--- src/rtl/rr_decode_arbiter.sv ---
// Round-robin arbiter for 8 requesters with a one-hot grant decoded from a registered index,
// a bounded hold time and a mandatory dead cycle between consecutive owners.
module rr_decode_arbiter #(
  parameter int unsigned HOLD_MAX = 15
) (
  input  logic       clk,
  input  logic       rst,
  input  logic       en,
  input  logic [7:0] req,
  input  logic       done,
  output logic [7:0] gnt,
  output logic [2:0] gnt_idx,
  output logic       gnt_valid,
  output logic       timeout
);

  typedef enum logic {StIdle, StGrant} state_e;

  localparam logic [7:0] HoldLast = 8'(HOLD_MAX - 1);

  state_e     state_q, state_d;
  logic [2:0] ptr_q, ptr_d;
  logic [7:0] hcnt_q, hcnt_d;
  logic [2:0] idx_q, idx_d;
  logic       valid_q, valid_d;
  logic [7:0] gnt_q, gnt_d;
  logic       timeout_q, timeout_d;

  logic       found;
  logic [2:0] winner;
  logic [2:0] cand;
  logic       hold_hit;
  logic       end_grant;

  // Scan from the priority pointer upwards, wrapping modulo 8.
  always_comb begin
    found  = 1'b0;
    winner = 3'd0;
    cand   = 3'd0;
    for (int k = 0; k < 8; k++) begin
      cand = ptr_q + 3'(k);
      if (!found && req[cand]) begin
        found  = 1'b1;
        winner = cand;
      end
    end
  end

  assign hold_hit  = (hcnt_q == HoldLast);
  assign end_grant = done | ~req[idx_q] | hold_hit;

  always_comb begin
    state_d   = state_q;
    ptr_d     = ptr_q;
    hcnt_d    = hcnt_q;
    idx_d     = idx_q;
    valid_d   = valid_q;
    timeout_d = 1'b0;
    unique case (state_q)
      StIdle: begin
        if (en && found) begin
          idx_d   = winner;
          valid_d = 1'b1;
          hcnt_d  = 8'd0;
          state_d = StGrant;
        end
      end
      StGrant: begin
        if (end_grant) begin
          valid_d   = 1'b0;
          state_d   = StIdle;
          ptr_d     = idx_q + 3'd1;
          hcnt_d    = 8'd0;
          // Flag only revocations caused purely by the hold limit.
          timeout_d = hold_hit & ~done & req[idx_q];
        end else begin
          hcnt_d = hcnt_q + 8'd1;
        end
      end
      default: state_d = StIdle;
    endcase
    gnt_d = valid_d ? (8'd1 << idx_d) : 8'd0;
  end

  always_ff @(posedge clk) begin
    if (rst) begin
      state_q   <= StIdle;
      ptr_q     <= 3'd0;
      hcnt_q    <= 8'd0;
      idx_q     <= 3'd0;
      valid_q   <= 1'b0;
      gnt_q     <= 8'd0;
      timeout_q <= 1'b0;
    end else begin
      state_q   <= state_d;
      ptr_q     <= ptr_d;
      hcnt_q    <= hcnt_d;
      idx_q     <= idx_d;
      valid_q   <= valid_d;
      gnt_q     <= gnt_d;
      timeout_q <= timeout_d;
    end
  end

  assign gnt       = gnt_q;
  assign gnt_idx   = idx_q;
  assign gnt_valid = valid_q;
  assign timeout   = timeout_q;

endmodule
--- config.mk ---
export PLATFORM = sky130hd
export DESIGN_NAME = rr_decode_arbiter
export DESIGN_NICKNAME = d
export VERILOG_FILES = /design/src/rtl/rr_decode_arbiter.sv
export SDC_FILE = /design/constraint.sdc
export NUM_CORES = 1
export LEC_CHECK = 0
export BUFFER_PORTS_ARGS = -buffer_cell sky130_fd_sc_hd__buf_2
export CAP_MARGIN = 40
export CORE_ASPECT_RATIO = 0.6
export CORE_MARGIN = 2
export CORE_UTILIZATION = 33
export CTS_BUF_LIST = sky130_fd_sc_hd__clkbuf_16
export CTS_CLUSTER_SIZE = 10
export DETAILED_ROUTE_END_ITERATION = 6
export GPL_ROUTABILITY_DRIVEN = 0
export PLACE_DENSITY = 0.55
export SLEW_MARGIN = 20
export SYNTH_ARGS = -nofsm -noshare
export SYNTH_HDL_FRONTEND = slang
export SYNTH_SLANG_ARGS = --single-unit
export TNS_END_PERCENT = 50
--- constraint.sdc ---
create_clock -name clk -period 3.36 [get_ports clk]
set_clock_uncertainty 0.2 [all_clocks]
set_input_delay 0.672 -clock clk [delete_from_list [all_inputs] [get_ports clk]]
set_output_delay 0.672 -clock clk [all_outputs]
set_load 0.01 [all_outputs]
== After elaboration in Yosys (flattened, before gate mapping) ==
Cells that the tools add are included.

* Input port bits: 12
* Word-level logic and storage cells: 100
* Bits in registers: 25
* Output and inout port bits: 13

* Eq/ne operators: 2
* Shifts and indexed selects: 1
* Multiplexer cells: 45
* Bitwise gates (word level): 9
* Add/sub/neg operators: 9
* Reductions and logical operators: 18
* Order comparisons: 9

{| class="wikitable"
|+ Operators with widths
! operator !! number
|-
| $lt A3 B4 Y1 const B || 9
|-
| $mux W3 || 10
|-
| $bmux W1 S3 || 9
|-
| $mux W1 || 21
|-
| $mux W8 || 2
|-
| $pmux W8 S2 || 1
|-
| $add A3 B3 Y3 const B || 4
|-
| $add A8 B1 Y8 const B || 1
|-
| $eq A8 B4 Y1 const B || 1
|-
| $logic_and A1 B1 Y1 || 8
|-
| $shl A1 B3 Y8 const A || 1
|-
| $logic_not A1 Y1 || 7
|-
| $add A3 B1 Y3 const B || 2
|-
| $add A3 B2 Y3 const B || 2
|-
| $not A1 Y1 || 5
|-
| $pmux W1 S2 || 2
|-
| $reduce_or A3 Y1 || 1
|-
| $and A1 B1 Y1 || 2
|-
| $ne A2 B2 Y1 const B || 1
|-
| $or A1 B1 Y1 || 2
|-
| $reduce_and A2 Y1 || 1
|-
| $reduce_or A2 Y1 || 1
|}

== Logic depth before layout (Yosys ltp) ==
Gate-level depths: netlist of the first run.

* Word-level depth: 29
* Mapped depth: 14
* Depth with buffers taken out: 10

== Least setup slack after synthesis of the first run ==
Ideal clock, no wire load.

* Kind: reg-to-reg
* From: reg ptr_q[1]
* To: reg gnt_q[0] (netlist: gnt[0])
* Buffers on the path: 4
* Data required time: 3.044 ns
* Slack: -0.168 ns
* Cell stages (with the launch flop): 14
* Arrival time: 3.212 ns
* Cells stage by stage: dfxtp_1 -> buf_4 -> clkbuf_1 -> inv_1 -> ha_1 -> buf_4 -> buf_4 -> mux2_2 -> mux4_2 -> o21ai_1 -> a211oi_1 -> o311a_1 -> o2bb2ai_4 -> and4_1

* Word-level cells in the longest chain between the ends: 29
* Elaborated cells on any way between the ends: 61
* Classes of those cells: add/sub (7); shift (1); mux (36); bitwise (1); reduce/logical (16)

{| class="wikitable"
|+ RTL lines
! element !! line !! text
|-
| start, declared || 22 || <nowiki>logic [2:0] ptr_q, ptr_d;</nowiki>
|-
| start signal, assigned || 96 || <nowiki>ptr_q <= ptr_d;</nowiki>
|-
| branches (longest 29 deep; another with $add A3 B1 Y3) || n/a ||
|-
| end signal, assigned || 100 || <nowiki>gnt_q <= gnt_d;</nowiki>
|-
| end, declared || 26 || <nowiki>logic [7:0] gnt_q, gnt_d;</nowiki>
|}

Parallel ways; which one is timed is not known. The select of a mux whose other input is x is not followed.
A chain may end at the register's enable or synchronous reset.

== Worst setup path after layout of the first run ==
* From: reg ptr_q[1]
* To: reg gnt_q[1] (netlist: gnt[1])

Same word-level chain as after synthesis.

==> results of run 1 <==
layout make-up:
cell class / count / area, µm²
Inverter: 9 / 33.78
Tap cell: 87 / 108.9
Timing Repair Buffer: 54 / 375.4
Fill cell: 636 / 3779
Sequential cell: 25 / 503.0
Clock buffer: 3 / 75.07
Multi-Input combinational cell: 176 / 1712
Clock inverter: 1 / 3.754
cells in the final DEF (no fill, tap or decap), types with 4 or more instances in the layout:
cell type / Yosys / final
nand2_1: 8 / 7
ha_1: 5 / 4
a21oi_1: 12 / 12
dfxtp_1: 25 / 23
nor2b_1: 7 / 7
mux4_2: 17 / 17
nand3_1: 6 / 6
mux2i_2: 2 / 5
clkbuf_16: 0 / 4
nor2_1: 21 / 21
inv_1: 7 / 8
buf_2: 4 / 24
mux2_2: 6 / 5
buf_4: 5 / 28
mux2i_1: 16 / 13
o21ai_0: 8 / 8
power groups by stage:
stage / Combinational [W] / Clock [W] / Sequential [W]
after CTS: 0.000511 / 0.000266 / 0.000332
after detailed placement: 0.000509 / 0 / 0.000339
after floorplan: 0.000359 / 0 / 0.000335
final: 0.000587 / 0.000260 / 0.000334
after global routing: 0.000629 / 0.000277 / 0.000337
after global placement: 0.000510 / 0 / 0.000340
cell families (layout without fill, tap and decap cells):
kind of cell | Yosys count | after routing | share of synthesized area (%)
DFF | 25 | 25 | 22.48
buffers and inverters | 23 | 67 | 5.622
adders and majority gates | 5 | 5 | 2.811
muxes | 42 | 42 | 29.17
and+or+nand+nor | 75 | 75 | 19.73
xor gates and xnor gates | 4 | 4 | 1.574
AOI/OAI and AO/OA | 49 | 50 | 18.61
critical path: stages, from the launching register on:
cell,delay (ns)
dfxtp_2,0.32
inv_1,0.06
ha_4,0.30
buf_12,0.13
mux2_2,0.34
a221oi_2,0.30
a221oi_1,0.13
or4_1,0.54
o2111a_2,0.19
a221oi_4,0.34
nor4b_4,0.27
stage by stage:
step                      utilization, %  setup WS (ns)  area, µm²  hold slack, ns
final                              42.66         0.1471       2811          0.2976
after global routing               42.66       0.005975       2811          0.3054
after CTS                          40.10        0.07048       2643          0.2967
after detailed placement           38.90        0.05400       2564          0.2870
after global placement             38.90        0.06375       2564          0.2760
after floorplan                        -        0.02181       2237          0.2550
flip-flops by register name, summed over array words and instances (netlist names):
name	count
state_q	1
gnt	8
gnt_idx	3
hcnt_q	8
gnt_valid	1
ptr_q	3
timeout	1
layer usage:
layer / wire length (µm) / track usage (%) / vias to the layer above / share of wire [%]
li1: - / - / 956 / -
met1: 3097 / 27.13 / 963 / 52
met2: 2372 / 21.93 / 68 / 40
met3: 496 / 3.378 / 2 / 8.3
met4: 13 / 1.424 / 0 / 0.22
met5: 0 / 0 / - / 0
worst paths after layout:
kind	depth (start not counted)	slack, ns	to
worst min register to register	2	0.30	hcnt_q[3]
worst max register to register	10	0.15	gnt[1]
worst min-delay path	2	0.30	hcnt_q[3]
worst max-delay path	10	0.15	gnt[1]
repair_timing:
action | in CTS | in global routing
setup endpoints to repair | 0 | 13
gates resized for setup | 0 | 19
buffers inserted | 0 | 4
==> summary.txt, run 1 <==
Crit share post-route -> 95.62%
Router iterations before antenna repair -> 4
Drt initial violations -> 188
Outcome -> completed
Initial antenna violation count -> 0
Core box area -> 6590 µm²
Comb pwr share -> 49.7%
Peak Freq -> 0.3112 GHz
Post-synth top cells -> dfxtp_1 (25), nor2_1 (21), mux4_2 (17)
Dpl hpwl -> 4386 µm
Endpoints failing setup -> 0
Die Width -> 110.0 µm
Clk sink count -> 25
Gr ovfl total -> 0
Number of flops mapped to enable cells by yosys -> 0
Clk pwr share -> 22.0%
Wirelength, routed -> 5980 µm
# DRC -> 0
CTS tree -> built
Pin count of the biggest net entering global routing -> 17
Seq/Total Area, Yosys -> 22.48%
N_diodes -> 0
Min Tclk post-route -> 3.213 ns
Port buffer count -> 24
Sw power -> 0.0004212 W
Leading area contributor after synthesis -> dfxtp_1
CTS max path bufs -> 2
Synthesized area -> 2226 µm²
Fraction of registers with async set/reset -> 0%
Row count -> 23
Total internal power -> 0.0007589 W
Worst R2R Start -> ptr_q[1]
Reg clk slew, reported paths -> 0.06 ns
Flops & latches, synth -> 25
Share of power burned in registers -> 28.3%
Post-route ant nets -> 0
Synthesis Warnings -> 0
Placed cells -> 345
Top post-synthesis cells by area -> dfxtp_1 (22%), mux4_2 (17%), mux2i_1 (7.2%)
Htree depth -> 1
Worst setup startpoint -> ptr_q[1]
Fin cells -> 355
Hold WC Path Type -> flip-flop to flip-flop
RSZ-0062 raised after global routing -> no
Max-slew headroom -> 66.40%
Vias per inst -> 5.603
Critical path class -> flip-flop to flip-flop
CP required -> 3.33 ns
Top-area cell type share of the netlist area -> 22.48%
Syn Nets -> 240
Syn avg cell area -> 9.982 µm²
Die H -> 67.62 µm
I/O pin cnt -> 25
Clock Tree Root -> clkbuf_16
Sw Share -> 35.69%
Final slew viol count -> 0
Setup_tns -> 0 ns
Total GRT Usage -> 16.47%
Via count -> 1989
CP max FO -> 8
Crit start category -> flip-flop
Power per Cell Area -> 419.8 nW/µm²
Tot Pwr -> 0.001180 W
Distinct cells, synth -> 61
Share of cells above drive strength 1 -> 42.91%
Die ar. -> 7439 µm²
CTS buffer count -> 3
Crit path DAT -> 3.18 ns
Initial Util -> 33.78%
Post-Synthesis Cells -> 223
P&R area growth vs syn -> 26.31%
Ys flop type -> dfxtp_1
Post-CTS Hold Buffers -> 0
MaxCap Viol Count -> 0
Max IR drop VDD -> 0.0001868 V
Final nets -> 286
CP Capture Type -> flip-flop
WL per Instance -> 16.85 µm
P_leak -> 1.090 nW
Worst-skew pair later-pin latency -> 0.26 ns
Min-delay src -> hcnt_q[3]
Slew at the pin closest to its max-slew limit -> 0.5033 ns
Final hold violation count -> 0
Vias in the first global route -> 1801
Count leader, synth -> dfxtp_1
First-pass GRT wire length -> 9494 µm
Power figures use the tool's default switching activity.
==> run 2, diff against run 1 <==
--- a/config.mk
+++ b/config.mk
@@ -15,6 +15,7 @@
 export DETAILED_ROUTE_END_ITERATION = 6
 export GPL_ROUTABILITY_DRIVEN = 0
 export PLACE_DENSITY = 0.55
+export REMOVE_ABC_BUFFERS = 1
 export SLEW_MARGIN = 20
 export SYNTH_ARGS = -nofsm -noshare
 export SYNTH_HDL_FRONTEND = slang
==> summary.txt, run 2 (synthesized netlist as in run 1, its figures left out) <==
Vias per inst -> 5.514 (-1.6%)
Via count -> 2018 (+1.5%)
Crit start category -> flip-flop
CP Cell Sequence -> inv_2 -> ha_4 -> buf_4 -> mux4_2 -> mux2i_2 -> and2b_2 -> a2111oi_4 -> a2111oi_4 -> a211oi_2 -> buf_4 -> and4_1
Htree depth -> 1 (unchanged)
Core box area -> 6590 µm² (unchanged)
Final nets -> 297 (+3.8%)
Pre-CTS WS -> 0.001882 ns (-0.05212 ns)
Min Tclk post-route -> 3.267 ns (+0.05446 ns)
Final slew viol count -> 0 (unchanged)
Initial Util -> 33.78% (unchanged)
Crit path DAT -> 3.27 ns (+0.09 ns)
Outcome -> completed
RSZ-0062 raised after global routing -> yes
Min-delay src -> hcnt_q[7]
Final hold violation count -> 0 (unchanged)
Die Width -> 110.0 µm (unchanged)
CTS max path bufs -> 2 (unchanged)
Port buffer count -> 24 (unchanged)
Row count -> 23 (unchanged)
Crit share post-route -> 97.24% (+1.6 points)
I/O pin cnt -> 25 (unchanged)
Worst reg2reg setup slack -> 0.09 ns (-0.05 ns)
Power per Cell Area -> 414.7 nW/µm² (-1.2%)
P&R area growth vs syn -> 31.98%
Router iterations before antenna repair -> 4 (unchanged)
Hold WC Path Type -> flip-flop to flip-flop
CP required -> 3.36 ns (+0.03 ns)
N_diodes -> 0 (unchanged)
CTS buffer count -> 3 (unchanged)
Worst-skew pair later-pin latency -> 0.26 ns (about the same)
Drt initial violations -> 183 (-2.7%)
CTS tree -> built
Max-slew headroom -> 67.43% (+1.0 points)
# DRC -> 0 (unchanged)
Slowest stage delay, CP -> 0.56 ns (+0.02 ns)
Endpoints failing setup -> 0 (unchanged)
Buffers and inverters on the worst path -> 3 (+1)
Vias in the first global route -> 1749 (-2.9%)
First-pass GRT wire length -> 9439 µm (-0.58%)
Worst Hold Slack -> 0.2955 ns (-0.002029 ns)
Most frequent cells in the layout -> buf_4 (37), buf_2 (24), dfxtp_1 (22)
Reg2Reg Depth -> 11 (+1)
Clk sink count -> 25 (unchanged)
Worst R2R Start -> ptr_q[0]
Slowest stage cell on the critical path -> mux4_2
Initial antenna violation count -> 0 (unchanged)
Commonest non-fill, non-tap cell in the layout -> buf_4
Share of cells above drive strength 1 -> 46.95% (+4.0 points)
Area after DPL -> 2574 µm² (+0.39%)
Critical path class -> flip-flop to flip-flop
Total GRT Usage -> 16.44% (-0.031 points)
CP Capture Type -> flip-flop
Hold-critical path endpoint -> hcnt_q[7]
P_leak -> 1.161 nW (+6.5%)
Pin count of the biggest net entering global routing -> 17 (unchanged)
Cell family with most CP delay -> multiplexers
Worst R2R End -> gnt[0]
Peak Freq -> 0.3061 GHz (-1.7%)
Clock Tree Root -> clkbuf_16
MaxCap Viol Count -> 0 (unchanged)
Max IR drop VDD -> 0.0001956 V (+4.7%)
Wirelength, routed -> 6065 µm (+1.4%)
Die H -> 67.62 µm (unchanged)
CP max FO -> 6 (-2)
Final Util -> 44.58% (+1.9 points)
Fin area -> 2938 µm² (+4.5%)
Post-route ant nets -> 0 (unchanged)
WL per Instance -> 16.57 µm (-1.6%)
Fillers -> 595 (-6.4%)
Reg clk slew, reported paths -> 0.06 ns (about the same)
Die ar. -> 7439 µm² (unchanged)
Dpl hpwl -> 4371 µm (-0.34%)
WHS Path Cells -> 2 (unchanged)
Gr ovfl total -> 0 (unchanged)
Slew at the pin closest to its max-slew limit -> 0.4869 ns (-0.01646 ns)
Final WS setup -> 0.09266 ns (-0.05446 ns)
run 2: changes by cell type in the layout (fill, tap and decap cells not counted), sizes merged:
cell	before	now
o2bb2ai	3	2
buf	53	65
run 2: metal layers:
layer	track usage [%]	up-vias	routed length, µm
li1	-	974	-
met1	27.02	967	3156
met2	20.17	71	2337
met3	5.598	6	538
met4	1.424	0	32
met5	0	-	0
run 2: worst max path at each step:
stage,from,end,depth (start not counted)
6_report,ptr_q[0],gnt[0],11
5_1_grt,ptr_q[0],gnt[0],11
4_1_cts,ptr_q[0],gnt[7],10
3_5_place_dp,ptr_q[0],gnt[3],9
3_3_place_gp,req[7],gnt[5],9
2_1_floorplan,ptr_q[0],gnt[4],9
run 2: final cells by class:
| class | instances | area, µm² | share of cell area [%] |
|---|---|---|---|
| clock buffers | 3 | 75.07 | 2.555 |
| clock inverters | 1 | 3.754 | 0.1278 |
| inverters | 9 | 33.78 | 1.150 |
| multi-input cells | 175 | 1735 | 59.07 |
| flip-flops and latches | 25 | 504.2 | 17.16 |
| well taps | 87 | 108.9 | 3.705 |
| repair buffers | 66 | 476.7 | 16.23 |
run 2: stage by stage:
stage / TNS (ns) / total power (W) / instances
2_1_floorplan: -8.644 / 0.0006681 / 209
3_3_place_gp: -0.09687 / 0.0008508 / 348
3_5_place_dp: 0 / 0.0008467 / 348
4_1_cts: -0.07258 / 0.001117 / 353
5_1_grt: -0.1967 / 0.001283 / 366
6_report: 0 / 0.001218 / 366
run 2: what timing repair did:
action | in CTS | in global routing
cloned | 0 | 1
setup buffers | 1 | 12
resized for setup | 2 | 31
hold buffers | 0 | 0
pin swaps | 0 | 14
setup endpoints to repair | 5 | 13
run 2: power by group:
group          internal (W)  total [W]  switching [W]
clock network      0.000159   0.000256      0.0000974
registers          0.000312   0.000337      0.0000245
logic              0.000315   0.000625       0.000310
total              0.000786    0.00122       0.000432
run 2: tightest hold or removal path: cells and delay by family (launching register included):
kind	cells	cell delay, ns
AO/OA/AOI/OAI	2	0.13
flip-flops	1	0.31
